[src/rtl/lab7_quad_loader.sv]
`default_nettype none
// ============================================================================
// Module      : lab7_quad_loader
// Description : Serial four-sample collector feeding the min/max stage.
//               Captures din into three shadow slots. On the fourth capture
//               it commits all four samples to a/b/c/d in one edge, so the
//               downstream stage only ever sees a complete set.
// Revision    : 1.0  initial release
// ============================================================================
module lab7_quad_loader #(
    parameter int W           = 2,
    parameter int EDGE_DETECT = 1,
    parameter int CNT_W       = 4
) (
    input  logic             clk,
    input  logic             rst,
    input  logic [W-1:0]     din,
    input  logic             load,
    input  logic             clear,
    output logic [W-1:0]     a,
    output logic [W-1:0]     b,
    output logic [W-1:0]     c,
    output logic [W-1:0]     d,
    output logic             frame_valid,
    output logic [1:0]       slot,
    output logic [CNT_W-1:0] frame_cnt
);

    // The fill state is the index of the next slot to be written
    typedef enum logic [1:0] {
        S_SLOT0 = 2'd0,
        S_SLOT1 = 2'd1,
        S_SLOT2 = 2'd2,
        S_SLOT3 = 2'd3
    } slot_t;

    slot_t        r_state;
    logic [W-1:0] r_sh0;
    logic [W-1:0] r_sh1;
    logic [W-1:0] r_sh2;
    logic         w_cap;

    generate
        if (EDGE_DETECT != 0) begin : g_edge
            logic r_load_q;

            // Remember last load level; tracked even during clear so a held
            // button cannot re-trigger once clear drops
            always_ff @(posedge clk) begin
                if (rst) r_load_q <= 1'b0;
                else     r_load_q <= load;
            end

            assign w_cap = load & ~r_load_q;
        end else begin : g_strobe
            assign w_cap = load;
        end
    endgenerate

    // Fill sequencer: shadows take slots 0..2, slot 3 commits the whole frame
    always_ff @(posedge clk) begin
        if (rst) begin
            r_state     <= S_SLOT0;
            r_sh0       <= '0;
            r_sh1       <= '0;
            r_sh2       <= '0;
            a           <= '0;
            b           <= '0;
            c           <= '0;
            d           <= '0;
            frame_valid <= 1'b0;
            frame_cnt   <= '0;
        end else begin
            frame_valid <= 1'b0;
            if (clear) begin
                // Abort the partial frame; stale shadows get overwritten later
                r_state <= S_SLOT0;
            end else if (w_cap) begin
                case (r_state)
                    S_SLOT0: begin
                        r_sh0   <= din;
                        r_state <= S_SLOT1;
                    end
                    S_SLOT1: begin
                        r_sh1   <= din;
                        r_state <= S_SLOT2;
                    end
                    S_SLOT2: begin
                        r_sh2   <= din;
                        r_state <= S_SLOT3;
                    end
                    S_SLOT3: begin
                        a           <= r_sh0;
                        b           <= r_sh1;
                        c           <= r_sh2;
                        d           <= din;
                        frame_valid <= 1'b1;
                        frame_cnt   <= frame_cnt + CNT_W'(1);
                        r_state     <= S_SLOT0;
                    end
                    default: r_state <= S_SLOT0;
                endcase
            end
        end
    end

    assign slot = r_state;

endmodule
`default_nettype wire

[config.mk]
export PLATFORM = sky130hd
export DESIGN_NAME = lab7_quad_loader
export DESIGN_NICKNAME = d
export VERILOG_FILES = /design/src/rtl/lab7_quad_loader.sv
export SDC_FILE = /design/constraint.sdc
export NUM_CORES = 1
export LEC_CHECK = 0
export CORE_ASPECT_RATIO = 1.1
export CORE_MARGIN = 4
export CORE_UTILIZATION = 47
export CTS_CLUSTER_DIAMETER = 60
export CTS_CLUSTER_SIZE = 10
export DETAILED_ROUTE_END_ITERATION = 12
export PLACE_DENSITY = 0.8
export REMOVE_ABC_BUFFERS = 1
export SYNTH_ARGS = -nofsm -noshare
export SYNTH_HDL_FRONTEND = slang
export SYNTH_SLANG_ARGS = --single-unit
export TNS_END_PERCENT = 1
[constraint.sdc]
create_clock -name clk -period 1.45 [get_ports clk]
set_input_delay 0.29 -clock clk [delete_from_list [all_inputs] [get_ports clk]]
set_output_delay 0.29 -clock clk [all_outputs]
set_load 0.005 [all_outputs]
# Word-level counts from Yosys, hierarchy flattened

Cells that the tools add are included.

Register bits: 22
Memory bits (writable): 0
Input bits: 6
Latch bits: 0
Memory bits (read-only): 0
Output and inout port bits: 15
Memories kept: 0

Reduce and logical (&&, ||, !) cells: 7
Muxes and demuxes: 2
Divide/modulo/power cells: 0
$mul: 0
Magnitude comparators: 0
Eq/ne operators: 3
$add $sub $neg: 1
Shift operators: 0
Bitwise gates (word level): 4

Operators by type and width:

| cell                                                                  | count |
|---|---|
| 3-bit AND reduction                                                   | 4 |
| 2-bit case mux with 4 select lines                                    | 1 |
| 4-bit by 1-bit adder with 4-bit output, second input constant         | 1 |
| 2-bit equality test, second input constant                            | 2 |
| 1-bit NOT                                                             | 3 |
| 3-bit OR reduction                                                    | 1 |
| 2-bit by 1-bit equality test with 1-bit output, second input constant | 1 |
| 2-bit logical NOT                                                     | 1 |
| 2-bit OR reduction                                                    | 1 |
| 1-bit AND                                                             | 1 |
| 1-bit 2-to-1 mux                                                      | 1 |

# Depth between registers and ports, before layout

Gate-level depths: netlist of run 1.

Word-level depth: 4
Depth in mapped cells: 5
Mapped depth without buffers: 5

# Least setup slack after synthesis of run 1

OpenSTA, ideal clock, no wires.

Kind: register -> register
Start point: register r_state[0] (netlist: slot[0])
End point: register r_sh0[0]
Path slack: 249 ps
Stages on the path, launching flop included: 6
Setup time: 128 ps
Data required time: 1322 ps
Data arrival time: 1074 ps
Path buffers: 0
Path through: dfxtp_1 -> inv_1 -> ha_1 -> and4bb_2 -> mux2i_1 -> nor2_1

Word-level cells in the longest chain between the ends: 2

RTL lines:

| element                              | line | source |
|---|---|---|
| start, declared                      | 37   | `slot_t r_state;` |
| start signal, assigned               | 63   | `r_state <= S_SLOT0;` |
| start signal, assigned               | 77   | `r_state <= S_SLOT0;` |
| start signal, assigned               | 82   | `r_state <= S_SLOT1;` |
| 2-bit logical NOT                    | 79   | `case (r_state)` |
| 3-bit AND reduction (no source line) | --   |  |
| end signal, assigned                 | 81   | `r_sh0 <= din;` |
| end, declared                        | 38   | `logic [W-1:0] r_sh0;` |

No other way between the ends.
A chain may end at the register's enable or synchronous reset.

# Worst setup path in the final report of run 1

Start point: register d[0]
End point: output port d[0]

RTL lines:

| element                | line | source |
|---|---|---|
| start, declared        | 23   | `output logic [W-1:0] d,` |
| start signal, assigned | 96   | `d <= din;` |

No word-level cell between the ends.

==> metrics.md, run 1 <==
| Metric | Value |
|---|---|
| Status | `finished, final reports clean` |
| CTS Buf Count | `3` |
| Area contributors post-synth | `dfxtp_1, mux2i_1, nand2_1` |
| Global Route Usage Sum | `0.156` |
| Slew @ Worst Pin | `0.275 ns` |
| Gr ovfl total | `0` |
| Vias/cell | `5.11` |
| Initial Util | `0.505` |
| Die area | `0.00270 mm²` |
| Setup crit end kind | `output port` |
| Period minus WS final | `roughly 1.4 ns` |
| Die Span Y | `~54 µm` |
| Ys Warns | `0` |
| Fin nets | `140` |
| Setup slack after layout | `~0.024 ns` |
| Ant. Diodes | `0` |
| RSZ-0062 raised after global routing | `true` |
| Area leader, netlist | `dfxtp_1` |
| Synth top area share | `0.484` |
| Htree depth | `1` |
| Hold Fails Final Rpt | `0` |
| Drt total wl | `between 1500 and 2000 µm` |
| Clk Latency, worst-skew pair | `between 0.3 and 0.4 ns` |
| CTS tree | `yes` |
| Critical-path cell list | `clkdlybuf4s50_1` |
| Wire per inst | `approximately 13 µm` |
| Worst-path clk slew | `0.12 ns` |
| Sequential fraction of the synthesis area | `0.484` |
| Data arrival, critical path | `roughly 1.1 ns` |
| CP Class | `reg2out` |
| Die X | `49.9 µm` |
| Pre-antenna DRT Iters | `3` |
| CTS max path bufs | `2` |
| Share of post-route cells with drive strength above 1 | `0.266` |
| Hold WS | `0.460 ns` |
| Clock sink count | `22` |
| Via Count | `746` |
| I/O Pins | `21` |
| Final Cycle Share | `0.983` |
| Synth unique cells | `24` |
| Syn-to-layout area delta | `42.2%` |
| First-pass GRT wire length | `3120 µm` |
| Critical-path top delay cell | `clkdlybuf4s50_1` |
| Crit-path max cell delay | `between 0.4 and 0.5 ns` |
| Fin area | `about 0.0013 mm²` |
| Initial antenna violation count | `0` |
| Synth Register Bits | `22` |
| Worst vdd ir | `910 µV` |
| Max-cap check violation count | `0` |
| Root buffer cell | `clkbuf_4` |
| Avg Cell Area, Syn | `approximately 9.5 µm²` |
| Cell area power density | `around 890 mW/mm²` |
| Leakage | `0.684 nW` |
| Max-slew headroom | `0.816` |
| Setup TNS | `0 ns` |
| Synthesized area | `about 910 µm²` |
| Number of global-route vias before repair | `721` |
| Mapped Cells | `96` |
| IO Port Bufs | `20` |
| Max Slew Vio Count | `0` |
| Type of the most critical hold path | `reg2reg` |
| Pre-CTS setup slack | `-0.166 ns` |
| Critical path fanouts, max | `2` |
| Non-filler cells, final | `146` |
| Final setup fails | `0` |
| DRC Markers | `0` |
| Largest net degree at the start of global routing | `14` |
| Starting DRT DRC Count | `9` |
| Row count | `16` |
| Setup crit start kind | `register` |
| Detail Placement HPWL | `1350 µm` |
| Antenna viol nets, final | `0` |
| Top delay family on crit path | `buffers and inverters` |
| Peak Freq | `between 700 and 800 MHz` |
| DP Area | `between 0.001 and 0.0015 mm²` |
| GP Congestion | `roughly 0.85` |
| Critical path data required time | `around 1.2 ns` |
| Layout Skew | `between 0.002 and 0.003 ns` |
| Buf/Inv on CP | `1` |
| DP Cell Count | `139` |
| Area of the core | `0.00180 mm²` |
## per-stage QoR
step | power [W] | utilization
after detailed placement | 0.000697 | 0.653
after floorplan | 0.000651 | -
after global placement | 0.000696 | 0.653
after global routing | 0.00119 | 0.718
after CTS | 0.00115 | 0.696
final | 0.00115 | 0.718
## routing by layer
layer / vias up / share of wire / track usage
li1: 386 / - / -
met3: 2 / 0.036 / 0.0388
met5: - / 0 / 0
met1: 346 / 0.46 / 0.183
met4: 0 / 0.015 / 0.0922
met2: 12 / 0.49 / 0.262
## worst paths after layout
check | from | end | slack, ns | depth (start not counted)
worst max-delay path | d[0] | d[0] | 0.02 | 1
worst min-delay path | b[0] | b[0] | 0.46 | 2
worst min register to register | b[0] | b[0] | 0.46 | 2
worst max register to register | slot[0] | frame_cnt[3] | 0.07 | 6
## final cells by class
| cell class | count | area (µm²) |
|---|---|---|
| Clock buffer | 3 | 22.5 |
| Clock inverter | 1 | 30.0 |
| Fill cell | 133 | 508 |
| Inverter | 4 | 15.0 |
| Multi-Input combinational cell | 66 | 430 |
| Sequential cell | 22 | 459 |
| Tap cell | 18 | 22.5 |
| Timing Repair Buffer | 32 | 314 |
## flip-flops by register name (all words and copies together), names as in the netlist
register / count
frame_valid: 1
d: 2
c: 2
frame_cnt: 4
r_sh1: 2
r_sh0: 2
g_edge.r_load_q: 1
slot: 2
b: 2
a: 2
r_sh2: 2
## power breakdown
part	total, W	internal [W]	switching [W]	leakage (nW)
sequential	0.000614	0.000609	0.00000431	0.185
combinational	0.0000708	0.0000396	0.0000313	0.472
clock	0.000470	0.000279	0.000191	0.0279
## repair_timing
action | in CTS | in global routing
gates resized for setup | 15 | 14
setup buffers | 2 | 1
endpoints found under the hold margin | 0 | 0
hold buffers | 0 | 0
setup endpoints to repair | 10 | 12
cloned | 0 | 0
pin swaps | 0 | 0
## Yosys cell counts, drive strengths merged
cell and instances:
clkbuf 2, xnor2 1, mux2i 7, buf 2, inv 4, a21oi 11
nor2b 1, nor2 10, nand2 18, and4bb 4, a2111oi 1, or3 1
o21ai 1, dfxtp 22, nand4bb 1, and2b 1, nand3 1, a21o 1
ha 5, nor3 1, and3 1
## logic make-up (layout without fill, tap and decap cells)
family                   Yosys count  count (layout)  share of synthesized area
multiplexers                       7               7                     0.0770
adder cells (fa/ha/maj)            5               5                     0.0688
XOR/XNOR                           1               1                    0.00963
flip-flops                        22              22                      0.484
buffers and inverters              8              40                     0.0426
AND/OR/NAND/NOR                   39              39                      0.228
AO/OA/AOI/OAI                     14              14                     0.0894
## layout by cell type (no fill, tap or decap), types with 4 or more instances in the layout
cell / instances
dfxtp_1: 9
dfxtp_2: 12
buf_4: 11
nor2_1: 10
mux2i_1: 7
ha_1: 5
nand2_1: 18
dlygate4sd2_1: 4
clkdlybuf4s50_1: 6
inv_1: 4
dlymetal6s2s_1: 10
a21oi_1: 10
Note: power is estimated with default switching activity, not from simulation.
==> inputs of run 2 (changes only) <==
CAP_MARGIN = 40   (was default)
SLEW_MARGIN = 20   (was default)
==> results of run 2 <==
Final layout, timing and power as in run 1 (identical DEF).
